`config.mk`:
```
export PLATFORM = sky130hd
export DESIGN_NAME = jtframe_ps2_rx_flat
export DESIGN_NICKNAME = d
export VERILOG_FILES = /design/src/rtl/jtframe_ps2_rx_if.sv /design/src/rtl/jtframe_ps2_rx.sv /design/src/flat_wrapper.sv
export SDC_FILE = /design/constraint.sdc
export NUM_CORES = 1
export LEC_CHECK = 0
export CAP_MARGIN = 20
export CORE_ASPECT_RATIO = 2
export CORE_MARGIN = 1
export CORE_UTILIZATION = 45
export CTS_CLUSTER_DIAMETER = 50
export CTS_CLUSTER_SIZE = 20
export DETAILED_ROUTE_END_ITERATION = 8
export GPL_ROUTABILITY_DRIVEN = 0
export MAX_ROUTING_LAYER = met4
export SLEW_MARGIN = 20
export SYNTH_ARGS = -nofsm -noshare
export SYNTH_HDL_FRONTEND = slang
export SYNTH_SLANG_ARGS = --single-unit
```
`constraint.sdc`:
```
create_clock -name clk -period 4.81 [get_ports clk]
set_clock_uncertainty 0.1 [all_clocks]
set_input_delay 1.2025 -clock clk [delete_from_list [all_inputs] [get_ports clk]]
set_output_delay 1.2025 -clock clk [all_outputs]
set_load 0.05 [all_outputs]
```
`src/rtl/jtframe_ps2_rx_if.sv`:
```
// PS/2 receiver bundle: raw pins in, decoded byte and strobes out.
// master = pin driver / byte consumer, slave = the receiver itself.
interface jtframe_ps2_rx_if;
  logic       ps2_clk;
  logic       ps2_data;
  logic [7:0] data;
  logic       valid;
  logic       error;

  modport master (
    output ps2_clk,
    output ps2_data,
    input  data,
    input  valid,
    input  error
  );

  modport slave (
    input  ps2_clk,
    input  ps2_data,
    output data,
    output valid,
    output error
  );
endinterface

```
`src/rtl/jtframe_ps2_rx.sv`:
```
// PS/2 device-to-host receiver: sync + glitch-filter the pins, deframe 11-bit frames.
// Latency FILTER+4 clk from stop-bit clock fall to valid/error strobe; no backpressure.
module jtframe_ps2_rx #(
  parameter int FILTER  = 8,
  parameter int TIMEOUT = 60000
) (
  input  logic             clk,
  input  logic             rst,
  jtframe_ps2_rx_if.slave  bus
);

  localparam int IW = $clog2(TIMEOUT + 1);

  typedef enum logic { IDLE, RECV } state_t;

  logic [1:0]        clk_sync;
  logic [1:0]        dat_sync;
  logic [FILTER-1:0] filt;
  logic [FILTER-1:0] dly;
  logic              fclk;
  logic              fall;
  logic              bit_s;

  state_t            st;
  logic [3:0]        cnt;
  logic [7:0]        shreg;
  logic              par;
  logic [IW-1:0]     idle;
  logic [7:0]        data_r;
  logic              valid_r;
  logic              error_r;

  always_ff @(posedge clk) begin
    if (rst) begin
      clk_sync <= 2'b11;
      dat_sync <= 2'b11;
    end else begin
      clk_sync <= {clk_sync[0], bus.ps2_clk};
      dat_sync <= {dat_sync[0], bus.ps2_data};
    end
  end

  // Data runs through a delay line as deep as the clock filter so the
  // sampled bit lines up with the filtered falling edge.
  always_ff @(posedge clk) begin
    if (rst) begin
      filt  <= '1;
      dly   <= '1;
      fclk  <= 1'b1;
      fall  <= 1'b0;
      bit_s <= 1'b1;
    end else begin
      filt  <= {filt[FILTER-2:0], clk_sync[1]};
      dly   <= {dly[FILTER-2:0], dat_sync[1]};
      if (filt == '0)
        fclk <= 1'b0;
      else if (filt == '1)
        fclk <= 1'b1;
      fall  <= fclk && (filt == '0);
      bit_s <= dly[FILTER-1];
    end
  end

  always_ff @(posedge clk) begin
    if (rst) begin
      st      <= IDLE;
      cnt     <= 4'd0;
      shreg   <= 8'd0;
      par     <= 1'b0;
      idle    <= '0;
      data_r  <= 8'd0;
      valid_r <= 1'b0;
      error_r <= 1'b0;
    end else begin
      valid_r <= 1'b0;
      error_r <= 1'b0;

      if (fall)
        idle <= '0;
      else if (st == RECV && idle != IW'(TIMEOUT))
        idle <= idle + 1'b1;

      case (st)
        IDLE: begin
          if (fall && !bit_s) begin
            st  <= RECV;
            cnt <= 4'd1;
          end
        end
        RECV: begin
          if (fall) begin
            if (cnt <= 4'd8) begin
              shreg <= {bit_s, shreg[7:1]};
              cnt   <= cnt + 4'd1;
            end else if (cnt == 4'd9) begin
              par <= bit_s;
              cnt <= 4'd10;
            end else begin
              st  <= IDLE;
              cnt <= 4'd0;
              if ((^{shreg, par}) && bit_s) begin
                data_r  <= shreg;
                valid_r <= 1'b1;
              end else begin
                error_r <= 1'b1;
              end
            end
          end else if (idle == IW'(TIMEOUT - 1)) begin
            // abort lands exactly TIMEOUT cycles after the last sample
            st      <= IDLE;
            cnt     <= 4'd0;
            idle    <= '0;
            error_r <= 1'b1;
          end
        end
        default: begin
          st  <= IDLE;
          cnt <= 4'd0;
        end
      endcase
    end
  end

  assign bus.data  = data_r;
  assign bus.valid = valid_r;
  assign bus.error = error_r;

endmodule

```
`src/flat_wrapper.sv`:
```
// flat-port wrapper written by rule: the top's interface ports become plain ports
module jtframe_ps2_rx_flat 
#(
  parameter int FILTER  = 8,
  parameter int TIMEOUT = 60000
)
  (clk, rst, bus_ps2_clk, bus_ps2_data, bus_data, bus_valid, bus_error);
  jtframe_ps2_rx_if bus_i ();
  input  logic clk;
  input  logic rst;
  input wire logic [$bits(bus_i.ps2_clk)-1:0] bus_ps2_clk;
  input wire logic [$bits(bus_i.ps2_data)-1:0] bus_ps2_data;
  output wire logic [$bits(bus_i.data)-1:0] bus_data;
  output wire logic [$bits(bus_i.valid)-1:0] bus_valid;
  output wire logic [$bits(bus_i.error)-1:0] bus_error;
  assign bus_i.ps2_clk = bus_ps2_clk;
  assign bus_i.ps2_data = bus_ps2_data;
  assign bus_data = bus_i.data;
  assign bus_valid = bus_i.valid;
  assign bus_error = bus_i.error;
  jtframe_ps2_rx #(.FILTER(FILTER), .TIMEOUT(TIMEOUT)) u_core (.clk(clk), .rst(rst), .bus(bus_i));
endmodule
```
==> results.cfg <==
[run_status]
outcome = completed

[place]
place_area_um2 = 2751
dp_hpwl_um = 3159
dp_worst_setup_slack_ns = 1.812
dp.cells = 329
port_buffers = 13

[global_route]
grt_use_met3_pct = 5.694
grt_pass1_vias = 1779
grt_remaining_overflow = 0
busiest_layer = met2
grt_usage_pct = 17.32
grt_max_degree = 58
grt_antenna_before_repair = 0
use_met1_pct = 16.53
use_met2_pct = 31.15
grt_pass1_wl_um = 7831

[critical_path]
critPathRequiredTime_ns = 3.51
cp_slowest_stage_delay_ns = 0.80
cp.arrival_ns = 1.47
cp_max_fo = 2
crit_type = reg -> out
critical-path-top-delay-family = buffers and inverters
start_kind = register
crit_chain = clkdlybuf4s50_1
critPathSlowestCell = clkdlybuf4s50_1
path_buf_inv = 1
end_kind = primary output

[layout]
final_cell_mix = dfxtp_1 (63), nor2_1 (35), or2_2 (21)
syn_to_final_growth_pct = 14.75
drive_gt1_share_pct = 13.73
finalNetCount = 289
layout_commonest_cell = dfxtp_1
diodes = 0
final_cells = 344
final_area_um2 = 2949
fin_util_pct = 53.94

[synthesis]
ys_warn_count = 0
synthFlopType = dfxtp_1
synth-compound-area-share_pct = 4.382
synthXorXnorAreaFrac_pct = 7.887
netlist_area_um2 = 2570
ys_async_sr_fraction_pct = 0
syn_inst = 265
synthAdderAreaFrac_pct = 2.434
syn-num-nets = 274
synth-simple-area-share_pct = 25.66
avgSynthCellArea_um2 = 9.698
synthMuxAreaShare_pct = 7.595
ys_ff_latch = 63
synth_top_family_by_area = simple AND/OR/NAND/NOR gates
synth_enable_flop_cells = 0
ys_types = 39
yosysSeqAreaShare_pct = 49.07

[run]
max-cap-violations = 0

[sta]
hold_viol_final = 0
timing.final.crit_share_pct = 57.70
maxSlewViolCount = 0
finalSetupViolCount = 0
setup_ws_ns = 2.035
setup_tns_ns = 0
max-slew-margin-rel_pct = 38.54
fin_hold_ws_ns = 0.3077
rsz0062_at_grt = no
worst_pin_slew_ns = 0.9185
period_needed_ns = 2.775
max_freq_mhz = 360.3

[power_and_ir_drop]
clkPwrFrac_pct = 45.6
ir_worst_vdd_uv = 253.9
p_leak_nw = 1.055
cell_internal_pwr_uw = 795.6
p_sw_share_pct = 20.01
netSwitchingPower_uw = 199.1
seq_power_share_pct = 52.8
combPwrFrac_pct = 1.6
p_total_uw = 994.7
powerDensity_nw_per_um2 = 337.3

[detailed_routing]
vias = 1793
antenna_left = 0
detail_route.vias_per_cell = 5.212
wl_per_cell_um = 13.18
firstDrtPassIters = 4
first_iter_violations = 40
drc = 0
routed_wl_um = 4535

[clock_tree]
cts_max_level = 3
cts_tree = yes
root_buffer = clkbuf_8
cts_sinks = 63
postCtsSetupBuffers = 0
cts_resized = 0
hold_buffers = 0
cts_buffer_depth = 2
worst_skew_pair.late_latency_ns = 0.33
cts_buffers = 9
clkSlewWorstSetupHoldPaths_ns = 0.06

[floorplanning]
coreArea_um2 = 5468
rows = 38
die_y_um = 108.9
io_pins = 14
die_area_um2 = 6035
die_w_um = 55.44
start_util_pct = 47.00

[hold_path]
hold_path_class = reg -> reg
## power groups by stage
| stage | logic, mW | registers [mW] | clock network, mW |
|---|---|---|---|
| final | 0.0164 | 0.525 | 0.453 |
| after global routing | 0.0181 | 0.525 | 0.492 |
| after global placement | 0.0155 | 0.537 | 0 |
| after CTS | 0.0168 | 0.525 | 0.469 |
| after floorplan | 0.0109 | 0.536 | 0 |
| after detailed placement | 0.0168 | 0.537 | 0 |
## layer usage
metal | wire [um] | share of wire (%)
met5 | 0 | 0
met4 | 93 | 2.1
met3 | 106 | 2.3
met2 | 2490 | 55
met1 | 1845 | 41
## cells in the mapped netlist, types with 2 or more instances
library cell / n / area (um2)
a211oi_1: 2 / 15.01
a21oi_1: 4 / 20.02
and3_1: 3 / 18.77
clkbuf_1: 10 / 37.54
dfxtp_1: 63 / 1261
ha_1: 5 / 62.56
inv_1: 9 / 33.78
mux2i_1: 18 / 180.2
nand2_1: 10 / 37.54
nand2b_1: 16 / 100.1
nand3_1: 5 / 25.02
nand4_1: 9 / 56.30
nor2_1: 35 / 131.4
nor3_1: 6 / 30.03
nor3b_1: 2 / 15.01
nor4_1: 5 / 31.28
nor4bb_1: 2 / 20.02
o21ai_0: 2 / 10.01
o21ai_1: 2 / 10.01
or2_2: 21 / 131.4
xnor2_1: 9 / 78.83
xnor3_1: 2 / 45.04
xor2_1: 9 / 78.83
## layout make-up
| cell class | instances | area [um2] |
|---|---|---|
| clock buffers | 12 | 155.1 |
| clock inverters | 3 | 42.54 |
| inverters | 9 | 33.78 |
| fillers | 501 | 2519 |
| well taps | 60 | 75.07 |
| multi-input cells | 182 | 1232 |
| repair buffers | 15 | 148.9 |
| flip-flops and latches | 63 | 1261 |
## worst paths after layout
path	from	end	slack [ns]	cells after the start
setup / recovery	u_core.bus.data[6]	bus_data[6]	2.03	1
setup reg to reg	u_core.shreg[4]	u_core.bus.data[7]	2.63	5
hold / removal	u_core.dat_sync[1]	u_core.dly[0]	0.31	1
hold reg to reg	u_core.dat_sync[1]	u_core.dly[0]	0.31	1
## cell families (layout without fill, tap and decap cells)
| family | count (synthesis) | after routing |
|---|---|---|
| compound gates | 17 | 17 |
| flops | 63 | 63 |
| xor+xnor | 20 | 20 |
| mux | 19 | 19 |
| simple gates | 121 | 121 |
| buf+inv | 20 | 39 |
| fa+ha+maj | 5 | 5 |
## state kept, by name (all words and copies together) (netlist names)
| name | flops |
|---|---|
| u_core.shreg | 8 |
| u_core.idle | 16 |
| u_core.bus.error | 1 |
| u_core.bit_s | 1 |
| u_core.fall | 1 |
| u_core.clk_sync | 2 |
| u_core.cnt | 4 |
| u_core.bus.valid | 1 |
| u_core.par | 1 |
| u_core.dat_sync | 2 |
| u_core.bus.data | 8 |
| u_core.st | 1 |
| u_core.dly | 8 |
| u_core.filt | 8 |
| u_core.fclk | 1 |
Note: power is estimated with default switching activity, not from simulation.
